$ cat src/rtl/regfile_write_arbiter.sv
// Register file write-port arbiter: clears all 32 registers after reset, then
// merges writeback writes with a single held entry from a multi-cycle external writer.
module regfile_write_arbiter #(
  parameter int STALL_LIMIT = 4
) (
  input  logic        clk,
  input  logic        rst_n,
  input  logic        wb_valid,
  input  logic [4:0]  wb_reg,
  input  logic [31:0] wb_data,
  input  logic        ext_valid,
  output logic        ext_ready,
  input  logic [4:0]  ext_reg,
  input  logic [31:0] ext_data,
  output logic        rf_we,
  output logic [4:0]  rf_waddr,
  output logic [31:0] rf_wdata,
  output logic        pend_valid,
  output logic [4:0]  pend_reg,
  output logic [31:0] pend_data,
  output logic        stall_req,
  output logic        init_busy
);

  localparam int WAIT_W = ($clog2(STALL_LIMIT + 1) > 4) ? $clog2(STALL_LIMIT + 1) : 4;
  localparam logic [WAIT_W-1:0] LIMIT = WAIT_W'(STALL_LIMIT);

  typedef enum logic {ST_INIT, ST_RUN} state_t;

  state_t              r_state;
  logic [4:0]          r_clearCnt;
  logic                r_pendValid;
  logic [4:0]          r_pendReg;
  logic [31:0]         r_pendData;
  logic [WAIT_W-1:0]   r_waitCnt;
  logic                r_stall;

  logic                w_run;
  logic                w_wbEff;
  logic                w_accept;
  logic                w_loadEntry;
  logic                w_entryLoses;
  logic                w_pendValidNext;
  logic [WAIT_W-1:0]   w_waitNext;

  assign w_run        = (r_state == ST_RUN);
  assign w_wbEff      = w_run && wb_valid && (wb_reg != 5'd0);
  assign ext_ready    = w_run && !r_pendValid;
  assign w_accept     = ext_valid && ext_ready;
  assign w_loadEntry  = w_accept && (ext_reg != 5'd0);
  // The entry survives only when a WB write to a different register takes the port.
  assign w_entryLoses = r_pendValid && w_wbEff && (wb_reg != r_pendReg);
  assign w_pendValidNext = w_loadEntry || w_entryLoses;

  always_comb begin
    w_waitNext = '0;
    if (w_entryLoses) begin
      w_waitNext = (r_waitCnt == {WAIT_W{1'b1}}) ? r_waitCnt : r_waitCnt + WAIT_W'(1);
    end
  end

  always_comb begin
    rf_we    = 1'b0;
    rf_waddr = 5'd0;
    rf_wdata = 32'd0;
    if (!w_run) begin
      rf_we    = 1'b1;
      rf_waddr = r_clearCnt;
    end else if (w_wbEff) begin
      rf_we    = 1'b1;
      rf_waddr = wb_reg;
      rf_wdata = wb_data;
    end else if (r_pendValid) begin
      rf_we    = 1'b1;
      rf_waddr = r_pendReg;
      rf_wdata = r_pendData;
    end
  end

  always_ff @(posedge clk or negedge rst_n) begin
    if (!rst_n) begin
      r_state     <= ST_INIT;
      r_clearCnt  <= 5'd0;
      r_pendValid <= 1'b0;
      r_pendReg   <= 5'd0;
      r_pendData  <= 32'd0;
      r_waitCnt   <= '0;
      r_stall     <= 1'b0;
    end else begin
      case (r_state)
        ST_INIT: begin
          r_clearCnt <= r_clearCnt + 5'd1;
          if (r_clearCnt == 5'd31) begin
            r_state <= ST_RUN;
          end
        end
        ST_RUN: begin
          r_pendValid <= w_pendValidNext;
          if (w_loadEntry) begin
            r_pendReg  <= ext_reg;
            r_pendData <= ext_data;
          end
          r_waitCnt <= w_waitNext;
          r_stall   <= w_pendValidNext && (w_waitNext >= LIMIT);
        end
        default: r_state <= ST_INIT;
      endcase
    end
  end

  assign pend_valid = r_pendValid;
  assign pend_reg   = r_pendReg;
  assign pend_data  = r_pendData;
  assign stall_req  = r_stall;
  assign init_busy  = !w_run;

endmodule

$ cat config.mk
export PLATFORM = sky130hd
export DESIGN_NAME = regfile_write_arbiter
export DESIGN_NICKNAME = d
export VERILOG_FILES = /design/src/rtl/regfile_write_arbiter.sv
export SDC_FILE = /design/constraint.sdc
export NUM_CORES = 1
export LEC_CHECK = 0
export ABC_AREA = 1
export BUFFER_PORTS_ARGS = -buffer_cell sky130_fd_sc_hd__buf_2
export CAP_MARGIN = 20
export CORE_MARGIN = 2
export CORE_UTILIZATION = 49
export DETAILED_ROUTE_END_ITERATION = 12
export PLACE_DENSITY = 0.87
export SLEW_MARGIN = 5
export SYNTH_ARGS = -nofsm -noshare
export SYNTH_HDL_FRONTEND = slang
export SYNTH_SLANG_ARGS = --single-unit
$ cat constraint.sdc
create_clock -name clk -period 2.6 [get_ports clk]
set_input_delay 0.52 -clock clk [delete_from_list [all_inputs] [get_ports clk]]
set_output_delay 0.52 -clock clk [all_outputs]
set_load 0.01 [all_outputs]
==> results.md, run 1 <==
- Arrival time worst endpoint: 1710 ps
- Initial antenna violation count: 0
- Number of global-route vias before repair: 2808
- Max cap viols: 0
- Max VDD drop: 0.0003296 V
- Leading post-synthesis cells by cell area: dfrtp_1, nand2_1, o21ai_2
- Final period util: 0.8595
- Seq pwr share: 0.439
- Top_reg_cell synth: dfrtp_1
- Setup TNS: 0 ps
- Worst setup path category: reg -> out
- TritonCTS clock tree: done
- Endpoint class of the critical path: primary output
- Most frequent cell after synthesis: nand2_1
- Logic pwr share: 0.376
- Setup slack, reg-to-reg: 820 ps
- Post-synth top area share: 0.4204
- Die height: 81.15 um
- Drt pass-1 iters: 4
- First-pass GRT wire length: 11870 um
- Syn Inst Count: 383
- DRC errors left: 0
- Hold_buf cts: 0
- Pre-CTS setup slack: 361.4 ps
- Crit path max fanout: 33
- WL final: 7336 um
- Share of cells above drive strength 1: 0.3875
- # setup viols final: 0
- HP Class: in -> async
- Synthesized area per cell: 7.615 um2
- Fill count: 518
- Largest net degree at the start of global routing: 46
- Post-CTS Setup Bufs: 0
- Clk Latency, worst-skew pair: 290 ps
- Design Area, Final: 3781 um2
- N_diodes: 0
- Switching portion of total power: 0.3706
- Fin util: 0.6463
- Post-synthesis sequential area ratio: 0.4204
- P_int: 1.508 mW
- Site Rows: 28
- Final WS setup: 365.2 ps
- I/O Pins: 157
- Clock Power Share: 0.185
- TritonCTS sink count: 49
- H-tree depth: 2
- Remaining global-route overflow: 0
- Placed inst area: 3695 um2
- Worst r2r src: r_state
- Number of synthesized register bits: 49
- Reg2reg end: pend_data[1]
- RSZ-0062 raised after global routing: false
- Final HPWL DP: 5630 um
- Initial Util: 0.4985
- Pwr per Cell Area: 633.6 nW/um2
- Die ar.: 6585 um2
- Routed length per instance: 12.15 um
- GP Congestion: 0.8797
- Vias per cell: 5.035
- Clock-pin slew on the worst setup and hold paths: 80 ps
- Die X: 81.15 um
- Number of flops mapped to enable cells by yosys: 0
- Design Power: 2.396 mW
- Mapped Area: 2917 um2
- Async S/R FF share, synth: 1.000
- Critical Path RT: 2080 ps
- Fin nets: 610
- Slew Viols, Final: 0
- Area leader, netlist: dfrtp_1
- Crit start category: flip-flop
- Via Count: 3041
- Most frequent cells after synthesis: nand2_1, dfrtp_1, inv_1
- Relative slew margins: 0.6284
- Final Hold Vio Count: 0
- Worst Setup EP: rf_waddr[0]
- Worst Tran Pin Value: 556.5 ps
- Ys Warns: 0
- Distinct cells, synth: 27
- Core Region: 5851 um2
- Synthesis-to-layout area growth: 29.64%
- Total CTS buffers: 5
- Final antenna-violating net count: 0
- Cell leakage power: 2.194 nW
- Syn Nets: 464
- Overall routing resource usage: 0.2283
- Cts repair resizes: 0
- Status: finished clean
- Net Sw Power: 0.8880 mW
- Fin crit period: 2235 ps
- Drt initial violations: 127
- Flip-flop count of the largest register after layout: 32
- Setup skew after layout: 4.455 ps
- CTS root buf: clkbuf_8
- Port Buffers: 156
- Fmax: 0.4475 GHz
- Clock Tree Buf Depth: 2
- Reg2Reg Depth: 7
- Setup crit start: r_state
[layer usage]
layer	global-route usage	wire length, um	vias to the layer above
met3	0.04778	380	12
li1	-	-	1519
met2	0.4264	3817	100
met4	0.08136	121	0
met5	0	0	-
met1	0.2546	3017	1410
[worst min path at each step]
stage / start / end / slack (ps) / cells past startpoint
2_1_floorplan: rst_n / pend_data[0] / 220 / 0
3_3_place_gp: rst_n / pend_data[29] / 480 / 1
3_5_place_dp: rst_n / pend_data[30] / 490 / 1
4_1_cts: rst_n / pend_data[17] / 170 / 1
5_1_grt: rst_n / pend_data[27] / 170 / 1
6_report: rst_n / pend_data[17] / 150 / 1
[per-stage QoR]
stage	instances	hold WS, ps
floorplan	383	224.4
global placement	597	483.6
detailed placement	597	488.2
CTS	604	165.7
global route	604	165.3
finish	604	153.1
[layout by cell type (no fill, tap or decap), types with 6 or more instances in the layout]
cell type / n
buf_2: 156
nand2_1: 77
dfrtp_1: 49
inv_1: 48
nor2_1: 39
a21oi_1: 36
o21ai_0: 29
o21ai_2: 28
o21ai_1: 16
nand3_1: 12
buf_4: 8
clkbuf_8: 6
[worst max-delay path: stages (launching register included)]
cell,delay (ps)
dfrtp_1,370
nand2_1,70
inv_2,50
nand2_2,60
inv_2,410
nand2_1,120
nand2_1,90
nand2_1,60
nand2_1,70
buf_2,120
[cell type report]
type	count	area, um2	share of cell area
flip-flops and latches	49	1226	0.3243
repair buffers	164	840.8	0.2224
inverters	51	193.9	0.05129
multi-input cells	258	1340	0.3544
clock buffers	7	86.33	0.02283
well taps	75	93.84	0.02482
[power groups by stage]
stage	logic (mW)	clock network, mW	registers (mW)
floorplan	0.482	0	1.11
global placement	0.886	0	1.06
detailed placement	0.911	0	1.06
CTS	0.913	0.454	1.05
global route	1.01	0.486	1.07
finish	0.901	0.444	1.05
[cells by family (layout without fill, tap and decap cells)]
logic type | Yosys count | in the layout | synth area share
xor+xnor | 6 | 6 | 0.01802
flops | 49 | 49 | 0.4204
compound gates | 113 | 113 | 0.2334
simple gates | 136 | 136 | 0.1926
buf+inv | 76 | 222 | 0.1227
fa+ha+maj | 3 | 3 | 0.01287
Note: power is estimated with default switching activity, not from simulation.
==> run 2: changes to the inputs <==
--- a/config.mk
+++ b/config.mk
@@ -11,7 +11,7 @@
 export CORE_MARGIN = 2
 export CORE_UTILIZATION = 49
 export DETAILED_ROUTE_END_ITERATION = 12
-export PLACE_DENSITY = 0.87
+export PLACE_DENSITY = 0.85
 export SLEW_MARGIN = 5
 export SYNTH_ARGS = -nofsm -noshare
 export SYNTH_HDL_FRONTEND = slang
==> run 2 against run 1 <==
- setup slack worse by 2.5 ps
- non-clock buffer count unchanged
- first-iteration DRC count down 26%
- largest power group unchanged
- sequential share of layout area down 0.13 points
- power up 2.1%
- clock power up 10%
- hold slack worse by 34 ps
- clock skew up 0.85 ps
==> results.md, run 2 (synthesized netlist as in run 1, its figures left out) <==
- Status: finished clean
- Hold_buf cts: 0 (unchanged)
- Drt pass-1 iters: 5 (+1)
- Fin util: 0.6488 (+0.002566)
- CP Depth: 10 (+1)
- Met3 WL post-DR: 480 um (+26%)
- CP delay by family, top: buffers and inverters
- Post-CTS Setup Bufs: 0 (unchanged)
- DRC errors left: 0 (unchanged)
- Arrival time worst endpoint: 1720 ps (about the same)
- Reg2Reg Depth: 7 (unchanged)
- Clk Latency, worst-skew pair: 300 ps (about the same)
- Max cap viols: 0 (unchanged)
- Die ar.: 6585 um2 (unchanged)
- WL met2: 4016 um (+5.2%)
- Share of cells above drive strength 1: 0.3906 (+0.003042)
- I/O Pins: 157 (unchanged)
- WL final: 7568 um (+3.2%)
- Crit path max fanout: 33 (unchanged)
- Clock-pin slew on the worst setup and hold paths: 90 ps (about the same)
- TritonCTS sink count: 49 (unchanged)
- N_diodes: 0 (unchanged)
- Synthesis-to-layout area growth: 30.16%
- Worst Tran Pin Value: 560.8 ps (+4.291 ps)
- TritonCTS clock tree: done
- Die X: 81.15 um (unchanged)
- Design Power: 2.447 mW (+2.1%)
- Via Count: 3044 (+0.099%)
- Cts repair resizes: 0 (unchanged)
- Buf/Inv on CP: 3 (unchanged)
- Final HPWL DP: 5656 um (+0.46%)
- Multi-input gate area: 1340 um2 (unchanged)
- Setup TNS: 0 ps (unchanged)
- Flip-flop count of the largest register after layout: 32 (unchanged)
- Slowest cell on crit path: inv_2
- Top sig layer: met4
- Remaining global-route overflow: 0 (unchanged)
- Die height: 81.15 um (unchanged)
- Slew Viols, Final: 0 (unchanged)
- Crit start category: input pin
- Seq. cell area: 1226 um2 (unchanged)
- Critical-path cell list: buf_2 > nor2_1 > nand3_1 > nand2_2 > inv_2 > nand2_1 > nand2_1 > nand2_1 > nand2_1 > buf_2
- Core Region: 5851 um2 (unchanged)
- Fill count: 526 (+1.5%)
- RSZ-0062 raised after global routing: false
- Port Buffers: 156 (unchanged)
- Drt initial violations: 94 (-26%)
- Pwr per Cell Area: 644.7 nW/um2 (+1.7%)
- Fin crit period: 2237 ps (+2.497 ps)
- Final antenna-violating net count: 0 (unchanged)
- Setup skew after layout: 5.306 ps (+0.8505 ps)
- Most frequent cells in the layout: buf_2, nand2_1, dfrtp_1
- Final Hold Vio Count: 0 (unchanged)
- Fin nets: 610 (unchanged)
- Final period util: 0.8605 (+0.0009604)
- WL met1: 3001 um (-0.53%)
- CTS root buf: clkbuf_8
- Slowest stage delay, CP: 410 ps (about the same)
- Total CTS buffers: 5 (unchanged)
- Overall routing resource usage: 0.2308 (+0.002457)
- HP Class: in -> async
- Endpoint class of the critical path: primary output
- Clock Tree Buf Depth: 2 (unchanged)
- # setup viols final: 0 (unchanged)
- Relative slew margins: 0.6256 (-0.002864)
- H-tree depth: 2 (unchanged)
- Cell mode on critical path: nand2_1
- Initial antenna violation count: 0 (unchanged)
- First-pass GRT wire length: 11760 um (-0.93%)
- Routed length per instance: 12.51 um (+3.0%)
- Vias per cell: 5.031 (about the same)
- Critical Path RT: 2080 ps (about the same)
- Number of global-route vias before repair: 2617 (-6.8%)
- Site Rows: 28 (unchanged)
- Max VDD drop: 0.0003212 V (-2.5%)
- Fmax: 0.4470 GHz (-0.11%)
- Cell leakage power: 2.204 nW (+0.45%)
- Commonest non-fill, non-tap cell in the layout: buf_2
- Worst setup path category: in -> out
- GP Congestion: 0.8791 (about the same)
- Largest net degree at the start of global routing: 46 (unchanged)
- Initial Util: 0.4985 (unchanged)
## run 2: cell types whose count changed in the layout (fill, tap and decap cells not counted), sizes merged
cell	before	now
clkinv	0	1
## run 2: area by class of cell
cell class                 instances  share of cell area
clock buffer                       7             0.02538
clock inverter                     1            0.001318
inverter                          51             0.05109
multi-input combinational        258              0.3530
sequential                        49              0.3230
tap                               75             0.02472
timing repair buffer             164              0.2215
## run 2: worst register-to-register path: stages (launching register included)
cell and delay (ps):
dfrtp_1 380, buf_4 400, inv_4 190, nor2_8 150, nand3_4 120, buf_4 280
nand2_1 130, o21ai_2 60
## run 2: power by group
| group | switching, mW | leakage (nW) | internal (mW) | total, mW |
|---|---|---|---|---|
| registers | 0.145 | 0.616 | 0.915 | 1.06 |
| logic | 0.517 | 1.53 | 0.381 | 0.898 |
| clock network | 0.249 | 0.0542 | 0.241 | 0.490 |
## run 2: stage by stage
step	instance area (um2)	hold slack (ps)	std cells	setup slack [ps]
2_1_floorplan	2917	224.4	383	799.1
6_report	3796	119.4	605	362.7
3_5_place_dp	3695	458.0	597	353.2
4_1_cts	3796	122.4	605	328.8
5_1_grt	3796	129.7	605	185.5
3_3_place_gp	3695	462.7	597	392.2
## run 2: metal layers
metal | vias to the layer above | GRT usage
li1 | 1513 | -
met4 | 0 | 0.06102
met3 | 6 | 0.04333
met5 | - | 0
met2 | 112 | 0.4331
met1 | 1413 | 0.2679
## run 2: worst paths after layout
check                              from  slack [ps]       endpoint
setup / recovery              wb_reg[2]         360    rf_waddr[0]
hold / removal                    rst_n         120    pend_reg[4]
setup reg to reg                r_state         780  pend_data[21]
hold reg to reg            pend_data[1]         510   pend_data[1]
max in group asynchronous         rst_n        1720  pend_data[28]
min in group clk           ext_data[19]         450  pend_data[19]
